[src/rtl/t06_lcd_cmd_sequencer_if.sv]
// Handshake between the update controller and the LCD command sequencer,
// plus the 8080-style pins the sequencer drives.
interface t06_lcd_cmd_sequencer_if;
  logic        wr;
  logic [2:0]  mode;
  logic [8:0]  x0;
  logic [8:0]  x1;
  logic [8:0]  y0;
  logic [8:0]  y1;
  logic [16:0] win_pixels;
  logic [15:0] color;
  logic        pause;
  logic        cmd_finished;
  logic        lcd_csx;
  logic        lcd_dcx;
  logic        lcd_wrx;
  logic [7:0]  lcd_data;

  modport master (
    output wr, mode, x0, x1, y0, y1, win_pixels, color,
    input  pause, cmd_finished, lcd_csx, lcd_dcx, lcd_wrx, lcd_data
  );

  modport slave (
    input  wr, mode, x0, x1, y0, y1, win_pixels, color,
    output pause, cmd_finished, lcd_csx, lcd_dcx, lcd_wrx, lcd_data
  );
endinterface

[src/rtl/t06_lcd_cmd_sequencer.sv]
// Emits one LCD command/data byte per controller wr strobe (INIT or UPDATE
// sequence selected by mode), paces the controller through pause.
module t06_lcd_cmd_sequencer #(
  parameter int unsigned WR_LOW    = 2,
  parameter int unsigned WR_HIGH   = 2,
  parameter int unsigned CMD_DELAY = 16
) (
  input logic                      clk,
  input logic                      nrst,
  t06_lcd_cmd_sequencer_if.slave   bus
);

  typedef enum logic [1:0] {IDLE, STROBE_LO, STROBE_HI, DELAY} state_e;

  localparam logic [15:0] LO_LAST   = 16'(WR_LOW - 1);
  localparam logic [15:0] HI_LAST   = 16'(WR_HIGH - 1);
  localparam logic [15:0] DLY_LAST  = 16'(CMD_DELAY - 1);
  localparam bit          HAS_DELAY = (CMD_DELAY != 0);

  state_e      state_q, state_d;
  logic [15:0] cnt_q, cnt_d;
  logic [17:0] idx_q, idx_d;
  logic [17:0] last_q, last_d;
  logic [8:0]  x0_q, x0_d, x1_q, x1_d, y0_q, y0_d, y1_q, y1_d;
  logic [7:0]  color_lo_q, color_lo_d;
  logic        fin_q, fin_d;
  logic        dly_q, dly_d;
  logic        pause_q, pause_d;
  logic        csx_q, csx_d;
  logic        dcx_q, dcx_d;
  logic        wrx_q, wrx_d;
  logic [7:0]  data_q, data_d;

  logic        is_init;
  logic        is_upd;
  logic        accept;
  logic        finished;
  logic [7:0]  byte_val;
  logic        byte_dc;

  assign is_init  = (bus.mode == 3'd1) || (bus.mode == 3'd3);
  assign is_upd   = (bus.mode == 3'd2) || (bus.mode == 3'd4);
  assign accept   = (state_q == IDLE) && bus.wr && (is_init || is_upd);
  // idx 0 can never be last, which also masks last_q before it is loaded
  assign finished = accept && (idx_q != '0) && (idx_q == last_q);

  assign bus.cmd_finished = finished;
  assign bus.pause        = pause_q;
  assign bus.lcd_csx      = csx_q;
  assign bus.lcd_dcx      = dcx_q;
  assign bus.lcd_wrx      = wrx_q;
  assign bus.lcd_data     = data_q;

  always_comb begin
    byte_val = 8'h00;
    byte_dc  = 1'b0;
    if (is_init) begin
      case (idx_q)
        18'd0:   byte_val = 8'h01;
        18'd1:   byte_val = 8'h11;
        18'd2:   byte_val = 8'h3A;
        18'd3:   begin byte_val = 8'h55; byte_dc = 1'b1; end
        18'd4:   byte_val = 8'h36;
        18'd5:   begin byte_val = 8'h00; byte_dc = 1'b1; end
        18'd6:   byte_val = 8'h29;
        default: ;
      endcase
    end else begin
      case (idx_q)
        18'd0:   byte_val = 8'h2A;
        18'd1:   begin byte_val = {7'b0, x0_q[8]}; byte_dc = 1'b1; end
        18'd2:   begin byte_val = x0_q[7:0];       byte_dc = 1'b1; end
        18'd3:   begin byte_val = {7'b0, x1_q[8]}; byte_dc = 1'b1; end
        18'd4:   begin byte_val = x1_q[7:0];       byte_dc = 1'b1; end
        18'd5:   byte_val = 8'h2B;
        18'd6:   begin byte_val = {7'b0, y0_q[8]}; byte_dc = 1'b1; end
        18'd7:   begin byte_val = y0_q[7:0];       byte_dc = 1'b1; end
        18'd8:   begin byte_val = {7'b0, y1_q[8]}; byte_dc = 1'b1; end
        18'd9:   begin byte_val = y1_q[7:0];       byte_dc = 1'b1; end
        18'd10:  byte_val = 8'h2C;
        // pixel bytes start at odd idx 11: odd = high byte, even = held low byte
        default: begin
          byte_dc  = 1'b1;
          byte_val = idx_q[0] ? bus.color[15:8] : color_lo_q;
        end
      endcase
    end
  end

  always_comb begin
    state_d    = state_q;
    cnt_d      = cnt_q;
    idx_d      = idx_q;
    last_d     = last_q;
    x0_d       = x0_q;
    x1_d       = x1_q;
    y0_d       = y0_q;
    y1_d       = y1_q;
    color_lo_d = color_lo_q;
    fin_d      = fin_q;
    dly_d      = dly_q;
    pause_d    = pause_q;
    csx_d      = csx_q;
    dcx_d      = dcx_q;
    wrx_d      = wrx_q;
    data_d     = data_q;

    if (bus.mode == 3'd0) begin
      state_d = IDLE;
      cnt_d   = '0;
      idx_d   = '0;
      last_d  = '0;
      x0_d    = '0;
      x1_d    = '0;
      y0_d    = '0;
      y1_d    = '0;
      fin_d   = 1'b0;
      dly_d   = 1'b0;
      pause_d = 1'b0;
      csx_d   = 1'b1;
      wrx_d   = 1'b1;
    end else begin
      case (state_q)
        IDLE: begin
          if (accept) begin
            state_d = STROBE_LO;
            cnt_d   = '0;
            data_d  = byte_val;
            dcx_d   = byte_dc;
            csx_d   = 1'b0;
            wrx_d   = 1'b0;
            pause_d = 1'b1;
            fin_d   = finished;
            dly_d   = is_init && (idx_q[17:1] == '0);
            idx_d   = finished ? '0 : idx_q + 18'd1;
            if (idx_q == '0) begin
              x0_d   = bus.x0;
              x1_d   = bus.x1;
              y0_d   = bus.y0;
              y1_d   = bus.y1;
              last_d = is_init ? 18'd6 : 18'd10 + {bus.win_pixels, 1'b0};
            end
            if (is_upd && (idx_q >= 18'd11) && idx_q[0]) begin
              color_lo_d = bus.color[7:0];
            end
          end
        end
        STROBE_LO: begin
          if (cnt_q == LO_LAST) begin
            state_d = STROBE_HI;
            cnt_d   = '0;
            wrx_d   = 1'b1;
          end else begin
            cnt_d = cnt_q + 16'd1;
          end
        end
        STROBE_HI: begin
          if (cnt_q == HI_LAST) begin
            cnt_d = '0;
            if (dly_q && HAS_DELAY) begin
              state_d = DELAY;
            end else begin
              state_d = IDLE;
              pause_d = 1'b0;
              if (fin_q) csx_d = 1'b1;
            end
          end else begin
            cnt_d = cnt_q + 16'd1;
          end
        end
        DELAY: begin
          if (cnt_q == DLY_LAST) begin
            state_d = IDLE;
            cnt_d   = '0;
            pause_d = 1'b0;
            if (fin_q) csx_d = 1'b1;
          end else begin
            cnt_d = cnt_q + 16'd1;
          end
        end
        default: state_d = IDLE;
      endcase
    end
  end

  always_ff @(posedge clk or negedge nrst) begin
    if (!nrst) begin
      state_q    <= IDLE;
      cnt_q      <= '0;
      idx_q      <= '0;
      last_q     <= '0;
      x0_q       <= '0;
      x1_q       <= '0;
      y0_q       <= '0;
      y1_q       <= '0;
      color_lo_q <= '0;
      fin_q      <= 1'b0;
      dly_q      <= 1'b0;
      pause_q    <= 1'b0;
      csx_q      <= 1'b1;
      dcx_q      <= 1'b1;
      wrx_q      <= 1'b1;
      data_q     <= '0;
    end else begin
      state_q    <= state_d;
      cnt_q      <= cnt_d;
      idx_q      <= idx_d;
      last_q     <= last_d;
      x0_q       <= x0_d;
      x1_q       <= x1_d;
      y0_q       <= y0_d;
      y1_q       <= y1_d;
      color_lo_q <= color_lo_d;
      fin_q      <= fin_d;
      dly_q      <= dly_d;
      pause_q    <= pause_d;
      csx_q      <= csx_d;
      dcx_q      <= dcx_d;
      wrx_q      <= wrx_d;
      data_q     <= data_d;
    end
  end

endmodule

[src/flat_wrapper.sv]
// flat-port wrapper written by rule: the top's interface ports become plain ports
module t06_lcd_cmd_sequencer_flat 
#(
  parameter int unsigned WR_LOW    = 2,
  parameter int unsigned WR_HIGH   = 2,
  parameter int unsigned CMD_DELAY = 16
)
  (clk, nrst, bus_wr, bus_mode, bus_x0, bus_x1, bus_y0, bus_y1, bus_win_pixels, bus_color, bus_pause, bus_cmd_finished, bus_lcd_csx, bus_lcd_dcx, bus_lcd_wrx, bus_lcd_data);
  t06_lcd_cmd_sequencer_if bus_i ();
  input logic clk;
  input logic nrst;
  input wire logic [$bits(bus_i.wr)-1:0] bus_wr;
  input wire logic [$bits(bus_i.mode)-1:0] bus_mode;
  input wire logic [$bits(bus_i.x0)-1:0] bus_x0;
  input wire logic [$bits(bus_i.x1)-1:0] bus_x1;
  input wire logic [$bits(bus_i.y0)-1:0] bus_y0;
  input wire logic [$bits(bus_i.y1)-1:0] bus_y1;
  input wire logic [$bits(bus_i.win_pixels)-1:0] bus_win_pixels;
  input wire logic [$bits(bus_i.color)-1:0] bus_color;
  output wire logic [$bits(bus_i.pause)-1:0] bus_pause;
  output wire logic [$bits(bus_i.cmd_finished)-1:0] bus_cmd_finished;
  output wire logic [$bits(bus_i.lcd_csx)-1:0] bus_lcd_csx;
  output wire logic [$bits(bus_i.lcd_dcx)-1:0] bus_lcd_dcx;
  output wire logic [$bits(bus_i.lcd_wrx)-1:0] bus_lcd_wrx;
  output wire logic [$bits(bus_i.lcd_data)-1:0] bus_lcd_data;
  assign bus_i.wr = bus_wr;
  assign bus_i.mode = bus_mode;
  assign bus_i.x0 = bus_x0;
  assign bus_i.x1 = bus_x1;
  assign bus_i.y0 = bus_y0;
  assign bus_i.y1 = bus_y1;
  assign bus_i.win_pixels = bus_win_pixels;
  assign bus_i.color = bus_color;
  assign bus_pause = bus_i.pause;
  assign bus_cmd_finished = bus_i.cmd_finished;
  assign bus_lcd_csx = bus_i.lcd_csx;
  assign bus_lcd_dcx = bus_i.lcd_dcx;
  assign bus_lcd_wrx = bus_i.lcd_wrx;
  assign bus_lcd_data = bus_i.lcd_data;
  t06_lcd_cmd_sequencer #(.WR_LOW(WR_LOW), .WR_HIGH(WR_HIGH), .CMD_DELAY(CMD_DELAY)) u_core (.clk(clk), .nrst(nrst), .bus(bus_i));
endmodule
[config.mk]
export PLATFORM = sky130hd
export DESIGN_NAME = t06_lcd_cmd_sequencer_flat
export DESIGN_NICKNAME = d
export VERILOG_FILES = /design/src/rtl/t06_lcd_cmd_sequencer_if.sv /design/src/rtl/t06_lcd_cmd_sequencer.sv /design/src/flat_wrapper.sv
export SDC_FILE = /design/constraint.sdc
export NUM_CORES = 1
export LEC_CHECK = 0
export BUFFER_PORTS_ARGS = -buffer_cell sky130_fd_sc_hd__buf_2
export CAP_MARGIN = 20
export CORE_UTILIZATION = 55
export CTS_CLUSTER_DIAMETER = 80
export CTS_CLUSTER_SIZE = 10
export DETAILED_ROUTE_END_ITERATION = 12
export PLACE_DENSITY = 0.76
export SLEW_MARGIN = 20
export SYNTH_ARGS = -nofsm -noshare
export SYNTH_HDL_FRONTEND = slang
export SYNTH_SLANG_ARGS = --single-unit
[constraint.sdc]
create_clock -name clk -period 2.91 [get_ports clk]
set_input_delay 0.1455 -clock clk [delete_from_list [all_inputs] [get_ports clk]]
set_output_delay 0.1455 -clock clk [all_outputs]
set_load 0.02 [all_outputs]
# Word-level counts from Yosys, hierarchy flattened
# Index checks and enable logic that the tools add are counted.
# Widths: inputs -> output; s select.
# totals
reg_bits	112
inputBits	75
output_inout_bits	13
wordCells	142
# classes
n_addsub	3
n_lt_le_gt_ge	1
eq_ne	25
n_mux	66
bitwise	1
reduce_logical	30
# op_table
cell	count
$mux 18	9
$mux 9	16
$pmux 8 s11	1
$eq 18x3->1 const B	4
$mux 16	4
$eq 18x4->1 const B	3
$pmux 16 s3	1
$pmux 7 s6	1
$eq 18x2->1 const B	2
$mux 1	22
$add 18x1->18 const B	1
$add 4x18->18 const A	1
$eq 18x1->1 const B	1
$eq 18x18->1	1
$ge 18x4->1 const B	1
$logic_not 18->1	1
$reduce_bool 18->1	1
$logic_not 17->1	1
$add 16x1->16 const B	1
$eq 16x1->1 const B	1
$eq 16x4->1 const B	1
$mux 8	2
$mux 2	6
$ne 3x1->1 const B	3
24 further kinds	41

# Longest topological paths before layout
# depth
word_depth	10
depth_mapped	10
mapped_depth_nobuf	8

# Worst setup path before layout
# No wires, ideal clock.
# synth_timing
kind	reg-to-output
start	register u_core.state_q[0]
end	output port bus_cmd_finished
arrival_time_ps	2213
required_ps	2765
setup_slack_ps	552
path_stages_with_launch	8
n_path_buf	0
cell_sequence	dfrtp_1 inv_1 ha_1 nand2_2 nor3b_4 nand4_2 or4_1 a21oi_1
# synth_between
elab_chain_len	5
# synth_rtl
element	line_no	rtl
start, declared	t06_lcd_cmd_sequencer.sv:20	state_e state_q, state_d;
start signal, assigned	t06_lcd_cmd_sequencer.sv:205	state_q <= state_d;
$logic_not 2->1	t06_lcd_cmd_sequencer.sv:43	assign accept = (state_q == IDLE) && bus.wr && (is_init || is_upd);
$logic_and 1x1->1 (2 in series)	t06_lcd_cmd_sequencer.sv:43	
$logic_and 1x1->1 (2 in series)	t06_lcd_cmd_sequencer.sv:45	assign finished = accept && (idx_q != '0) && (idx_q == last_q);
end, declared	flat_wrapper.sv:21	output wire logic [$bits(bus_i.cmd_finished)-1:0] bus_cmd_finished;
# No other way between the ends.

# Worst setup path in the final report
# Same ends and word-level chain as after synthesis.

==> impl_metrics.py <==
metrics = {
    "timing": {
        "worst_slack_ps": 219.1,
        "rsz0062_at_grt": "false",
        "fin_crit_ps": 2691,
        "final.setup_skew_ps": 5.165,
        "fin_crit_sh_pct": 92.47,
        "finalHoldViolations": 0,
        "setup_viol": 0,
        "setup_tns_ps": 0,
        "maxSlewHeadroom_pct": 48.34,
        "max_freq_ghz": 0.3716,
        "final_max_slew_viol_count": 0,
        "max_slew.worst_pin.slew_ps": 775.0,
    },
    "grt": {
        "grt_start_max_net_pins": 84,
        "grt_antenna_before_repair": 0,
        "grt_overflow": 0,
        "grt_usage_pct": 29.46,
        "first_global_vias": 5463,
        "grt_pass1_wl_mm": 26.94,
    },
    "layout": {
        "drive_above_1_share_pct": 18.37,
        "multiInputGateArea_sq_um": 3238,
        "final_area_sq_um": 7428,
        "fin_util_pct": 67.34,
        "nets": 904,
        "diodes": 0,
        "fillerInstances": 876,
        "regArea_sq_um": 2781,
        "syn_to_final_growth_pct": 17.66,
    },
    "place": {
        "port-buffer-count": 87,
        "placed_area_sq_um": 6828,
        "dp_slack_ps": 483.4,
        "dpl.hpwl_mm": 11.33,
        "globalplace.congestion": 0.9381,
    },
    "clock_network": {
        "path_clk_slew_ps": 70,
        "htree_levels": 3,
        "cts_tree": "done",
        "clk_latency_ps": 350,
        "cts_resized": 0,
        "clockRootBuffer": "clkbuf_16",
        "cts_buffers": 9,
        "clkSinkCount": 111,
        "cts_buffer_depth": 2,
    },
    "yosys": {
        "synth_xor_xnor_area_share_pct": 6.243,
        "synthTopCellsByArea": "dfrtp_1, nand2_1, xor2_1",
        "avgSynthCellArea_sq_um": 8.793,
        "synth-simple-area-share_pct": 24.12,
        "ys_types": 67,
        "synth.top_cell.area_share_pct": 42.81,
        "synth-edff-count": 0,
        "synthFlopType": "dfrtp_1",
        "netlist_instances": 718,
        "synth_compound_area_share_pct": 15.32,
        "ys_ff_latch": 111,
        "synth.cell_area_sq_um": 6314,
        "synth_largest_area_cell": "dfrtp_1",
        "synth_adder_area_share_pct": 2.556,
        "syn-num-nets": 805,
        "synthTopCellsByCount": "nand2_1, dfrtp_1, nand3_1, nor2_1, o21ai_0",
        "synth_top_family_by_area": "simple AND/OR/NAND/NOR gates",
        "yosysMostFrequentCell": "nand2_1",
        "ys_seq_area_share_pct": 44.05,
        "synth.area.mux_share_pct": 3.052,
        "yosysWarnings": 0,
        "synthArstFlopShare_pct": 100.0,
    },
    "floorplanning": {
        "start_util_pct": 57.24,
        "dieArea_sq_um": 11910,
        "pin_count": 88,
        "num_rows": 38,
        "core_sq_um": 11030,
        "chipWidth_um": 109.1,
        "die_y_um": 109.1,
    },
    "setup_path": {
        "worstPathMaxFanout": 5,
        "endpoint_kind": "output port",
        "cp-start-kind": "register",
        "crit_required_ps": 2760,
        "path_class": "register to output port",
        "slowest_stage": "or4_1",
        "crit_arrival_ps": 2550,
        "crit_path_max_incr_delay_ps": 450,
        "crit_chain": "inv_1 > ha_1 > nand2_2 > nor3b_4 > nand4_2 > or4_1 > a21oi_1 > buf_2",
    },
    "routing": {
        "vias": 5738,
        "drt-total-wl_mm": 16.49,
        "drt_iter0_markers": 506,
        "ant_nets": 0,
        "wl_per_cell_um": 17.14,
        "firstDrtPassIters": 5,
        "vias_per_cell": 5.965,
        "detail_route.drc_violations": 0,
    },
    "power": {
        "power_density_nw_per_um2": 684.2,
        "vdd_drop_max_mv": 0.5328,
        "power_leakage_nw": 3.513,
    },
    "hold_path": {
        "hp-class": "input port to register",
    },
    "job": {
        "cap_viol_max_count": 0,
    },
    "run_status": {
        "status": "finished clean",
    },
}
==> worst max-delay path: cells and delay by family, from the launching register on <==
| kind | cells | cell delay [ps] |
|---|---|---|
| and+or+nand+nor | 4 | 1000 |
| adders and majority gates | 1 | 240 |
| DFF | 1 | 420 |
| buffers and inverters | 2 | 340 |
| AOI/OAI and AO/OA | 1 | 180 |
==> area by class of cell <==
cell class                 count  area share [%]
clock buffer                  12           3.318
tap                          140           2.358
inverter                      14          0.7074
sequential                   111           37.44
multi-input combinational    547           43.59
clock inverter                 4          0.9432
timing repair buffer         134           11.64
==> registers in the layout, indices dropped and copies added (netlist names) <==
signal and count:
u_core.color_lo_q 8, u_core.dly_q 1, u_core.y0_q 9, u_core.state_q 2, u_core.idx_q 18, u_core.x1_q 9, u_core.bus.lcd_wrx 1, u_core.x0_q 9
u_core.bus.lcd_csx 1, u_core.cnt_q 16, u_core.fin_q 1, u_core.bus.pause 1, u_core.last_q 17, u_core.y1_q 9, u_core.bus.lcd_data 8, u_core.bus.lcd_dcx 1
==> layer usage <==
metal | part of all wire, % | GRT usage [%]
met5 | 0 | 0
met4 | 2.0 | 9.749
met3 | 6.6 | 7.113
met2 | 45 | 44.16
met1 | 46 | 41.76
==> metrics by stage <==
| step | hold WS (ps) | power, mW | std cells |
|---|---|---|---|
| 4_1_cts | 1.105 | 5.077 | 961 |
| 3_3_place_gp | 335.6 | 3.644 | 918 |
| 5_1_grt | 5.248 | 5.376 | 962 |
| 6_report | 7.560 | 5.083 | 962 |
| 2_1_floorplan | -150.1 | 3.148 | 718 |
| 3_5_place_dp | 339.1 | 3.713 | 918 |
==> placed cells by master (no fill, tap or decap), types with 8 or more instances in the layout <==
master,count
a21oi_1,32
a22o_1,8
a31oi_1,9
and3_1,11
buf_2,86
buf_4,19
clkbuf_16,9
dfrtp_1,108
dlygate4sd3_1,28
ha_1,12
inv_1,14
mux2_2,10
mux2i_1,8
nand2_1,139
nand3_1,56
nand4_1,9
nor2_1,43
nor3_1,12
nor4_1,13
o21ai_0,43
o21ai_1,11
xnor2_1,12
xor2_1,33
==> power breakdown <==
| group | total, mW | leakage (nW) | internal (mW) | switching [mW] |
|---|---|---|---|---|
| Clock | 1.33 | 0.157 | 0.776 | 0.554 |
| Combinational | 1.80 | 1.85 | 0.682 | 1.12 |
| Sequential | 1.95 | 1.51 | 1.78 | 0.173 |
==> final timing paths <==
| check | endpoint | slack (ps) | depth (start not counted) | startpoint |
|---|---|---|---|---|
| setup reg to reg | u_core.bus.lcd_data[4] | 420 | 8 | u_core.idx_q[1] |
| max in group asynchronous | u_core.last_q[17] | 1680 | 3 | nrst |
| setup / recovery | bus_cmd_finished | 220 | 8 | u_core.state_q[0] |
| hold reg to reg | u_core.cnt_q[15] | 490 | 1 | u_core.cnt_q[15] |
| hold / removal | u_core.y0_q[5] | 8 | 3 | bus_y0[5] |
| min in group asynchronous | u_core.cnt_q[8] | 380 | 2 | nrst |
==> repair_timing <==
item | CTS | global route
endpoints found under the hold margin | 27 | 78
buffers inserted | 0 | 0
hold buffers | 27 | 1
==> kinds of logic (layout without fill, tap and decap cells) <==
logic type / after synthesis / after routing
DFF: 111 / 111
xor gates and xnor gates: 45 / 45
AOI/OAI and AO/OA: 152 / 152
muxes: 18 / 18
adders and majority gates: 13 / 13
and+or+nand+nor: 319 / 319
buffers and inverters: 60 / 164
(Power assumes the default switching activity.)
